`config.mk`:
```
export PLATFORM = sky130hd
export DESIGN_NAME = alu_issue_stage_flat
export DESIGN_NICKNAME = d
export VERILOG_FILES = /design/src/rtl/alu_issue_stage_if.sv /design/src/rtl/alu_issue_stage.sv /design/src/flat_wrapper.sv
export SDC_FILE = /design/constraint.sdc
export NUM_CORES = 1
export LEC_CHECK = 0
export CORE_UTILIZATION = 50
export DETAILED_ROUTE_END_ITERATION = 6
export GPL_TIMING_DRIVEN = 1
export HOLD_SLACK_MARGIN = 0.02
export PLACE_DENSITY_LB_ADDON = 0.25
export SLEW_MARGIN = 20
export SYNTH_ARGS = -nofsm -noshare
export SYNTH_HDL_FRONTEND = slang
export SYNTH_SLANG_ARGS = --single-unit
export TNS_END_PERCENT = 100
```
`constraint.sdc`:
```
create_clock -name clk -period 3.25 [get_ports clk]
set_input_delay 0.325 -clock clk [delete_from_list [all_inputs] [get_ports clk]]
set_output_delay 0.325 -clock clk [all_outputs]
set_load 0.01 [all_outputs]
```
`src/rtl/alu_issue_stage_if.sv`:
```
// alu_issue_stage_if
//   Handshake and data bundle between the upstream decoder, the issue stage
//   and the ALU/EX consumer.
//   Upstream side : FLUSH, IN_VALID/IN_READY, IN_A, IN_B, ALUOP, FUNCT3, FUNCT7
//   Consumer side : OUT_VALID/OUT_READY, A, B, OPERATION, ILLEGAL
//   Status        : ISSUE_CNT (saturating pop counter)
//   master = producer/consumer environment, slave = the issue stage.
interface alu_issue_stage_if #(
    parameter int WIDTH = 64
);
    logic             FLUSH;
    logic             IN_VALID;
    logic             IN_READY;
    logic [WIDTH-1:0] IN_A;
    logic [WIDTH-1:0] IN_B;
    logic [1:0]       ALUOP;
    logic [2:0]       FUNCT3;
    logic [6:0]       FUNCT7;
    logic             OUT_VALID;
    logic             OUT_READY;
    logic [WIDTH-1:0] A;
    logic [WIDTH-1:0] B;
    logic [3:0]       OPERATION;
    logic             ILLEGAL;
    logic [15:0]      ISSUE_CNT;

    modport master (
        output FLUSH, IN_VALID, IN_A, IN_B, ALUOP, FUNCT3, FUNCT7, OUT_READY,
        input  IN_READY, OUT_VALID, A, B, OPERATION, ILLEGAL, ISSUE_CNT
    );

    modport slave (
        input  FLUSH, IN_VALID, IN_A, IN_B, ALUOP, FUNCT3, FUNCT7, OUT_READY,
        output IN_READY, OUT_VALID, A, B, OPERATION, ILLEGAL, ISSUE_CNT
    );
endinterface

```
`src/rtl/alu_issue_stage.sv`:
```
// alu_issue_stage
//   Issue buffer in front of the 64-bit ALU. Operations are decoded into the
//   4-bit ALU OPERATION code at push time, held in a DEPTH-entry circular
//   buffer, and the oldest entry is presented from registers to the ALU.
//   Ports:
//     clk   : rising-edge clock
//     rst_n : asynchronous active-low reset
//     bus   : alu_issue_stage_if.slave (upstream handshake, ALU-side
//             handshake/operands, ISSUE_CNT)
module alu_issue_stage #(
    parameter int WIDTH = 64,
    parameter int DEPTH = 2
) (
    input  logic               clk,
    input  logic               rst_n,
    alu_issue_stage_if.slave   bus
);
    localparam int PTR_W = (DEPTH > 1) ? $clog2(DEPTH) : 1;
    localparam int CNT_W = $clog2(DEPTH + 1);

    typedef struct packed {
        logic [WIDTH-1:0] a;
        logic [WIDTH-1:0] b;
        logic [3:0]       op;
        logic             ill;
    } entry_t;

    entry_t             r_mem [DEPTH];
    entry_t             r_head;      // registered copy of the oldest entry
    logic               r_out_valid;
    logic [PTR_W-1:0]   r_wr_ptr;
    logic [PTR_W-1:0]   r_rd_ptr;
    logic [CNT_W-1:0]   r_count;
    logic [15:0]        r_issue_cnt;

    entry_t             w_in;
    logic               w_push;
    logic               w_pop;
    logic [PTR_W-1:0]   w_rd_nxt;

    assign bus.IN_READY  = (r_count < CNT_W'(DEPTH));
    assign bus.OUT_VALID = r_out_valid;
    assign bus.A         = r_head.a;
    assign bus.B         = r_head.b;
    assign bus.OPERATION = r_head.op;
    assign bus.ILLEGAL   = r_head.ill;
    assign bus.ISSUE_CNT = r_issue_cnt;

    assign w_push   = bus.IN_VALID & bus.IN_READY;
    assign w_pop    = r_out_valid & bus.OUT_READY;
    assign w_rd_nxt = r_rd_ptr + 1'b1;

    // Control decode; undecodable combinations issue as ADD flagged illegal.
    always_comb begin
        w_in.a   = bus.IN_A;
        w_in.b   = bus.IN_B;
        w_in.op  = 4'b0010;
        w_in.ill = 1'b0;
        case (bus.ALUOP)
            2'b00: w_in.op = 4'b0010;
            2'b01: w_in.op = 4'b0110;
            2'b10: begin
                if (bus.FUNCT7 == 7'b0000000 && bus.FUNCT3 == 3'b000)
                    w_in.op = 4'b0010;
                else if (bus.FUNCT7 == 7'b0000000 && bus.FUNCT3 == 3'b111)
                    w_in.op = 4'b0000;
                else if (bus.FUNCT7 == 7'b0000000 && bus.FUNCT3 == 3'b110)
                    w_in.op = 4'b0001;
                else if (bus.FUNCT7 == 7'b0100000 && bus.FUNCT3 == 3'b000)
                    w_in.op = 4'b0110;
                else
                    w_in.ill = 1'b1;
            end
            default: begin
                case (bus.FUNCT3)
                    3'b000:  w_in.op = 4'b0111;
                    3'b001:  w_in.op = 4'b1100;
                    3'b010:  w_in.op = 4'b0101;
                    default: w_in.ill = 1'b1;
                endcase
            end
        endcase
    end

    always_ff @(posedge clk or negedge rst_n) begin
        if (!rst_n) begin
            for (int i = 0; i < DEPTH; i++) r_mem[i] <= '0;
            r_head      <= '0;
            r_out_valid <= 1'b0;
            r_wr_ptr    <= '0;
            r_rd_ptr    <= '0;
            r_count     <= '0;
            r_issue_cnt <= '0;
        end else if (bus.FLUSH) begin
            // Head data registers keep their last value; only validity drops.
            r_out_valid <= 1'b0;
            r_wr_ptr    <= '0;
            r_rd_ptr    <= '0;
            r_count     <= '0;
        end else begin
            if (w_push) begin
                r_mem[r_wr_ptr] <= w_in;
                r_wr_ptr        <= r_wr_ptr + 1'b1;
            end
            if (w_pop) begin
                r_rd_ptr <= w_rd_nxt;
                if (r_issue_cnt != 16'hFFFF) r_issue_cnt <= r_issue_cnt + 16'd1;
            end
            r_count <= r_count + CNT_W'(w_push) - CNT_W'(w_pop);

            // Head register tracks the entry that becomes oldest after this
            // edge: the next buffered one, or the incoming one when the
            // buffer would otherwise drain.
            if (w_pop) begin
                if (r_count > CNT_W'(1)) begin
                    r_head      <= r_mem[w_rd_nxt];
                    r_out_valid <= 1'b1;
                end else if (w_push) begin
                    r_head      <= w_in;
                    r_out_valid <= 1'b1;
                end else begin
                    r_out_valid <= 1'b0;
                end
            end else if (w_push && r_count == '0) begin
                r_head      <= w_in;
                r_out_valid <= 1'b1;
            end
        end
    end
endmodule

```
`src/flat_wrapper.sv`:
```
// flat-port wrapper written by rule: the top's interface ports become plain ports
module alu_issue_stage_flat 
#(
    parameter int WIDTH = 64,
    parameter int DEPTH = 2
)
  (clk, rst_n, bus_FLUSH, bus_IN_VALID, bus_IN_A, bus_IN_B, bus_ALUOP, bus_FUNCT3, bus_FUNCT7, bus_OUT_READY, bus_IN_READY, bus_OUT_VALID, bus_A, bus_B, bus_OPERATION, bus_ILLEGAL, bus_ISSUE_CNT);
  alu_issue_stage_if #(.WIDTH(WIDTH)) bus_i ();
  input  logic clk;
  input  logic rst_n;
  input wire logic [$bits(bus_i.FLUSH)-1:0] bus_FLUSH;
  input wire logic [$bits(bus_i.IN_VALID)-1:0] bus_IN_VALID;
  input wire logic [$bits(bus_i.IN_A)-1:0] bus_IN_A;
  input wire logic [$bits(bus_i.IN_B)-1:0] bus_IN_B;
  input wire logic [$bits(bus_i.ALUOP)-1:0] bus_ALUOP;
  input wire logic [$bits(bus_i.FUNCT3)-1:0] bus_FUNCT3;
  input wire logic [$bits(bus_i.FUNCT7)-1:0] bus_FUNCT7;
  input wire logic [$bits(bus_i.OUT_READY)-1:0] bus_OUT_READY;
  output wire logic [$bits(bus_i.IN_READY)-1:0] bus_IN_READY;
  output wire logic [$bits(bus_i.OUT_VALID)-1:0] bus_OUT_VALID;
  output wire logic [$bits(bus_i.A)-1:0] bus_A;
  output wire logic [$bits(bus_i.B)-1:0] bus_B;
  output wire logic [$bits(bus_i.OPERATION)-1:0] bus_OPERATION;
  output wire logic [$bits(bus_i.ILLEGAL)-1:0] bus_ILLEGAL;
  output wire logic [$bits(bus_i.ISSUE_CNT)-1:0] bus_ISSUE_CNT;
  assign bus_i.FLUSH = bus_FLUSH;
  assign bus_i.IN_VALID = bus_IN_VALID;
  assign bus_i.IN_A = bus_IN_A;
  assign bus_i.IN_B = bus_IN_B;
  assign bus_i.ALUOP = bus_ALUOP;
  assign bus_i.FUNCT3 = bus_FUNCT3;
  assign bus_i.FUNCT7 = bus_FUNCT7;
  assign bus_i.OUT_READY = bus_OUT_READY;
  assign bus_IN_READY = bus_i.IN_READY;
  assign bus_OUT_VALID = bus_i.OUT_VALID;
  assign bus_A = bus_i.A;
  assign bus_B = bus_i.B;
  assign bus_OPERATION = bus_i.OPERATION;
  assign bus_ILLEGAL = bus_i.ILLEGAL;
  assign bus_ISSUE_CNT = bus_i.ISSUE_CNT;
  alu_issue_stage #(.WIDTH(WIDTH), .DEPTH(DEPTH)) u_core (.clk(clk), .rst_n(rst_n), .bus(bus_i));
endmodule
```
## Word-level counts from Yosys, hierarchy flattened

Index checks and enable logic that the tools add are counted.

- $add $sub $neg: 5
- Magnitude comparators: 5
- Eq/ne operators: 9
- Multiplexer cells: 32
- Bitwise operators: 5
- Reduce and logical (&&, ||, !) cells: 19

Operator list:

| kind | number |
|---|---|
| 2-to-1 mux 133 bit | 8 |
| bitwise mux 266 bit | 1 |
| demux 133 bit (select 1 bit) | 1 |
| one-hot mux 4 bit (3 select lines) | 2 |
| adder 16 x 1 -> 16 bit (second input constant) | 1 |
| != test 16 bit (second input constant) | 1 |
| 2-to-1 mux 1 bit | 14 |
| 2-to-1 mux 4 bit | 3 |
| == test 7 x 6 -> 1 bit (second input constant) | 1 |
| logical NOT 7 bit | 1 |
| == test 3 bit (second input constant) | 2 |
| logical AND 1 bit | 6 |
| AND reduction 3 bit | 2 |
| nonzero test 2 bit | 3 |
| >= comparator 2 bit (second input constant) | 2 |
| logical NOT 2 bit | 2 |
| NOT 1 -> 2 bit | 2 |
| == test 3 x 1 -> 1 bit (second input constant) | 1 |
| == test 3 x 2 -> 1 bit (second input constant) | 1 |
| logical NOT 3 bit | 1 |
| 2-to-1 mux 3 bit | 1 |
| != test 3 x 2 -> 1 bit (second input constant) | 1 |
| nonzero test 3 bit | 1 |
| OR reduction 3 bit | 1 |
| 14 further kinds | 16 |

- Bits in registers: 420
- Bits of input ports: 145
- Output and inout bits: 151
- Word-level logic and storage cells: 92

## Logic depth before layout (Yosys ltp)

- Depth in word-level cells: 10
- Depth in mapped cells: 8
- Mapped depth without buffers: 6

## Least setup slack after synthesis

Ideal clock, no wire load.

- Path kind: flip-flop to flip-flop
- From: reg u_core.r_out_valid, in the netlist u_core.bus.OUT_VALID
- To: reg u_core.r_head, in the netlist u_core.bus.OPERATION[2]
- Setup time: 0.126 ns
- Data arrival time: 1.575 ns
- Required time: 3.124 ns
- Slack: 1.549 ns
- Cell stages (with the launch flop): 8
- Buffers on the path: 3
- Period minus slack after synthesis: 1.701 ns
- Cell sequence: dfrtp_1 and2_1 buf_6 o221ai_4 buf_6 buf_6 a21oi_2 a221o_1

- Cells in the longest elaborated chain, start to end: 3
- Elaborated cells on any way between the ends: 5
- Those cells by class: eq/ne (1); mux (1); bitwise (1); reduce/logical (2)

Ends and longest elaborated chain:

| item | line | source |
|---|---|---|
| start: declaration | alu_issue_stage.sv:30 | `logic r_out_valid;` |
| start signal: assignment | alu_issue_stage.sv:89 | `r_out_valid <= 1'b0;` |
| start signal: assignment | alu_issue_stage.sv:96 | `r_out_valid <= 1'b0;` |
| start signal: assignment | alu_issue_stage.sv:117 | `r_out_valid <= 1'b1;` |
| AND 1 bit * | alu_issue_stage.sv:50 | `assign w_pop = r_out_valid & bus.OUT_READY;` |
| != test 3 x 2 -> 1 bit (no line) / nonzero test 2 bit (equally long branches) | n/a |  |
| AND reduction 3 bit (no line) | n/a |  |
| end signal: assignment | alu_issue_stage.sv:116 | `r_head <= r_mem[w_rd_nxt];` |
| end signal: assignment | alu_issue_stage.sv:119 | `r_head <= w_in;` |
| end signal: assignment | alu_issue_stage.sv:125 | `r_head <= w_in;` |
| end: declaration | alu_issue_stage.sv:29 | `entry_t r_head;` |

Every way passes the cells marked *; elsewhere a longest branch is shown, timed or not.
A chain may end at the register's enable or synchronous reset.

## Worst setup path after layout

- From: reg u_core.r_count[1]
- To: reg u_core.r_mem[154] in the netlist's numbering

- Cells in the longest elaborated chain, start to end: 3

Ends and longest elaborated chain:

| item | line | source |
|---|---|---|
| start: declaration | alu_issue_stage.sv:33 | `logic [CNT_W-1:0] r_count;` |
| start signal: assignment | alu_issue_stage.sv:109 | `r_count <= r_count + CNT_W'(w_push) - CNT_W'(w_pop);` |
| less-than comparator 2 bit | alu_issue_stage.sv:41 | `assign bus.IN_READY = (r_count < CNT_W'(DEPTH));` |
| AND 1 bit | alu_issue_stage.sv:49 | `assign w_push = bus.IN_VALID & bus.IN_READY;` |
| AND reduction 2 bit (no line) | n/a |  |
| end signal: indexed assignment | alu_issue_stage.sv:102 | `r_mem[r_wr_ptr] <= w_in;` |
| end: declaration | alu_issue_stage.sv:28 | `entry_t r_mem [DEPTH];` |

Every way passes these cells.

==> out/metrics.cfg <==
[power]
switchingPower_w=0.00690
fraction_of_power_consumed_by_combinational_cells_pct=31.3
p_clk_share_pct=25.1
ir_worst_vdd_mv=0.527
cell_internal_pwr_w=0.0140
power_per_cell_area_nw_per_um2=891
power_frac_seq_pct=43.6
leakage_nw=11.0
p_sw_share_pct=33.0

[clock_tree]
depth_of_the_cts_h_tree=2
cts_tree=done
cts.repair.resized=0
worst_skew_pair.late_latency_ps=560
clk_transition_reported_paths_ps=60
number_of_clock_buffers_inserted_by_tritoncts=45
cts_root_buffer=sky130_fd_sc_hd__clkbuf_16
cts-root-to-sink-buffers=3
tritoncts_num_sinks=420

[drt]
wl_per_cell_um=16.5
drc=8
dr.first_iter.drc_count=1023
route.detailed.vias_per_inst=5.31
num_vias=15133
route.final.wire_length_um=47200
drtAntennaViolNets=0
drtPass1Iterations=7

[cells_and_area]
n_fill_cell=3030
layout-drive-gt1-share_pct=4.87
postLayoutCoreUtil_pct=64.1
area_growth_pct=26.2
final_nets=2496

[placement]
globalplace.congestion=0.840
hpwl_um=29500
port_buffers=295

[logic_synthesis]
synth.cells.most_frequent=sky130_fd_sc_hd__nand2_1, sky130_fd_sc_hd__dfrtp_1, sky130_fd_sc_hd__o21ai_0
postSynthCellCount=2110
share_of_the_yosys_chip_area_belonging_to_registers_pct=56.6
synth_area_leaders=sky130_fd_sc_hd__dfrtp_1, sky130_fd_sc_hd__nand2_1, sky130_fd_sc_hd__mux2i_1, sky130_fd_sc_hd__o21ai_0, sky130_fd_sc_hd__a21oi_1
postSynthRegisterBits=420
yosys_warnings=0
synthDominantCellAreaShare_pct=56.6
mappedNetlistArea_um2=18600
post_synth.cell_area_avg_um2=8.81
yosys.area.top_type=sky130_fd_sc_hd__dfrtp_1
asyncSetResetFlopFracSynth_pct=100
synthDistinctLibCells=46
post_synth_edffs=0
post-synth-top-count-cell=sky130_fd_sc_hd__nand2_1
synth_flop_cell=sky130_fd_sc_hd__dfrtp_1
postSynthNetCount=2258

[sta]
period_needed_ps=2210
setup-tns-final_ps=0
timing.slew.headroom_pct=40.2
hold_violations=0
pins_over_their_slew_limit=0
finalSetupViolations=0
max_freq_ghz=0.452
unrepaired_setup_endpoints_after_global_routing=false
fin_skew_ps=19.8
finalCritPeriodShare_pct=68.1
worst_slew_pin_slew_ps=897

[setup_path]
cp-start-kind=flop
worst-endpoint-required_ps=3740
kind_of_end_point_of_the_critical_path=flop
path_class=reg2reg
arrival_ps=2700
maximum_fanout_count_along_the_critical_path=67

[grt]
initial_antenna_violation_count=5
globalRoute.totalOverflow=0
global_route.usage.total_pct=25.3
grt_max_degree=111
grt_pass1_vias=15278
grt_first_pass_wirelength_um=77700

[floorplanning]
die_h_um=195
core_area_um2=36600
floorplan.die.width_um=195
initial_standard_cell_utilization_of_the_core_pct=50.8
ios=296
die_area_um2=37900
rows=70

[flow_run]
max_cap_violations=0

[run_status]
run_status=complete, but fails checks
failed_checks=DRC

[hold_path]
hold_path.class=in2reg

## layout make-up
class                   count  area, um^2  area share (%)
flip-flops and latches    420       10500            44.8
multi-input cells        1546        7410            31.6
repair buffers            326        3390            14.5
clock buffers              62        1260            5.37
well taps                 468         586            2.50
clock inverters            17         249            1.06
inverters                   9        33.8           0.144
diodes                      3        7.51          0.0320
## path summary, 6_finish.rpt
check / start / endpoint / slack [ps] / cells after the start
max: u_core.r_count[1] / u_core.r_mem[154] / 1040 / 5
max reg2reg: u_core.r_count[1] / u_core.r_mem[154] / 1040 / 5
min reg2reg: u_core.r_mem[118] / u_core.r_mem[118] / 470 / 2
min in group asynchronous: rst_n / u_core.bus.B[53] / 370 / 2
max in group asynchronous: rst_n / u_core.r_mem[5] / 1880 / 3
min: bus_IN_A[57] / u_core.r_mem[259] / 350 / 3
## placed cells by master (no fill, tap or decap), types with 9 or more instances in the layout
master	Yosys	layout
sky130_fd_sc_hd__o21ai_0	142	142
sky130_fd_sc_hd__inv_1	9	9
sky130_fd_sc_hd__clkdlybuf4s50_1	0	294
sky130_fd_sc_hd__clkbuf_1	55	10
sky130_fd_sc_hd__nor2_1	135	135
sky130_fd_sc_hd__buf_4	3	14
sky130_fd_sc_hd__nand2_1	914	914
sky130_fd_sc_hd__xnor2_1	13	13
sky130_fd_sc_hd__mux2i_1	131	131
sky130_fd_sc_hd__clkbuf_16	0	45
sky130_fd_sc_hd__buf_12	0	16
sky130_fd_sc_hd__a21oi_1	133	133
sky130_fd_sc_hd__dfrtp_1	420	419
## flip-flops by register name, indices dropped and copies added (netlist names)
register,cells
u_core.bus.A,64
u_core.bus.B,64
u_core.bus.ILLEGAL,1
u_core.bus.ISSUE_CNT,16
u_core.bus.OPERATION,4
u_core.bus.OUT_VALID,1
u_core.r_count,2
u_core.r_mem,266
u_core.r_rd_ptr,1
u_core.r_wr_ptr,1
## stage by stage
step	power, W	area [um^2]	setup slack (ps)	hold WS [ps]	std cells
finish	0.0209	23500	1040	348	2851
CTS	0.0211	23400	1040	315	2848
global route	0.0223	23400	922	349	2850
global placement	0.0154	21900	825	446	2768
detailed placement	0.0157	21900	742	456	2768
floorplan	0.0126	18600	1550	29.4	2110
## power by group through the flow
stage | registers, W | clock network [W] | logic, W
finish | 0.00911 | 0.00524 | 0.00655
global route | 0.00940 | 0.00555 | 0.00735
global placement | 0.00905 | 0 | 0.00634
detailed placement | 0.00916 | 0 | 0.00657
CTS | 0.00910 | 0.00535 | 0.00662
floorplan | 0.00910 | 0 | 0.00347
## timing repair
action | CTS | global route
buffers inserted | 0 | 0
hold buffers | 1 | 0
endpoints found under the hold margin | 94 | 0
## routing by layer
layer / GRT usage (%) / wire, um / part of all wire (%)
met5: 0 / 26 / 0.055
met3: 4.36 / 2660 / 5.6
met2: 42.1 / 23000 / 49
met1: 33.2 / 20100 / 43
met4: 9.68 / 1330 / 2.8
## cells by family after synthesis
group / after synthesis / synth area share [%]
AND/OR/NAND/NOR: 1095 / 22.9
flip-flops: 420 / 56.6
AO/OA/AOI/OAI: 294 / 8.43
buffers and inverters: 144 / 3.72
multiplexers: 134 / 7.24
XOR/XNOR: 20 / 0.943
adder cells (fa/ha/maj): 3 / 0.202
## critical path, cell delays in order (launching register included)
cell,delay (ps)
sky130_fd_sc_hd__dfrtp_1,590
sky130_fd_sc_hd__nand2b_4,260
sky130_fd_sc_hd__or3_4,700
sky130_fd_sc_hd__buf_12,350
sky130_fd_sc_hd__nand2_1,110
sky130_fd_sc_hd__nand2_1,80
(Power assumes the default switching activity.)
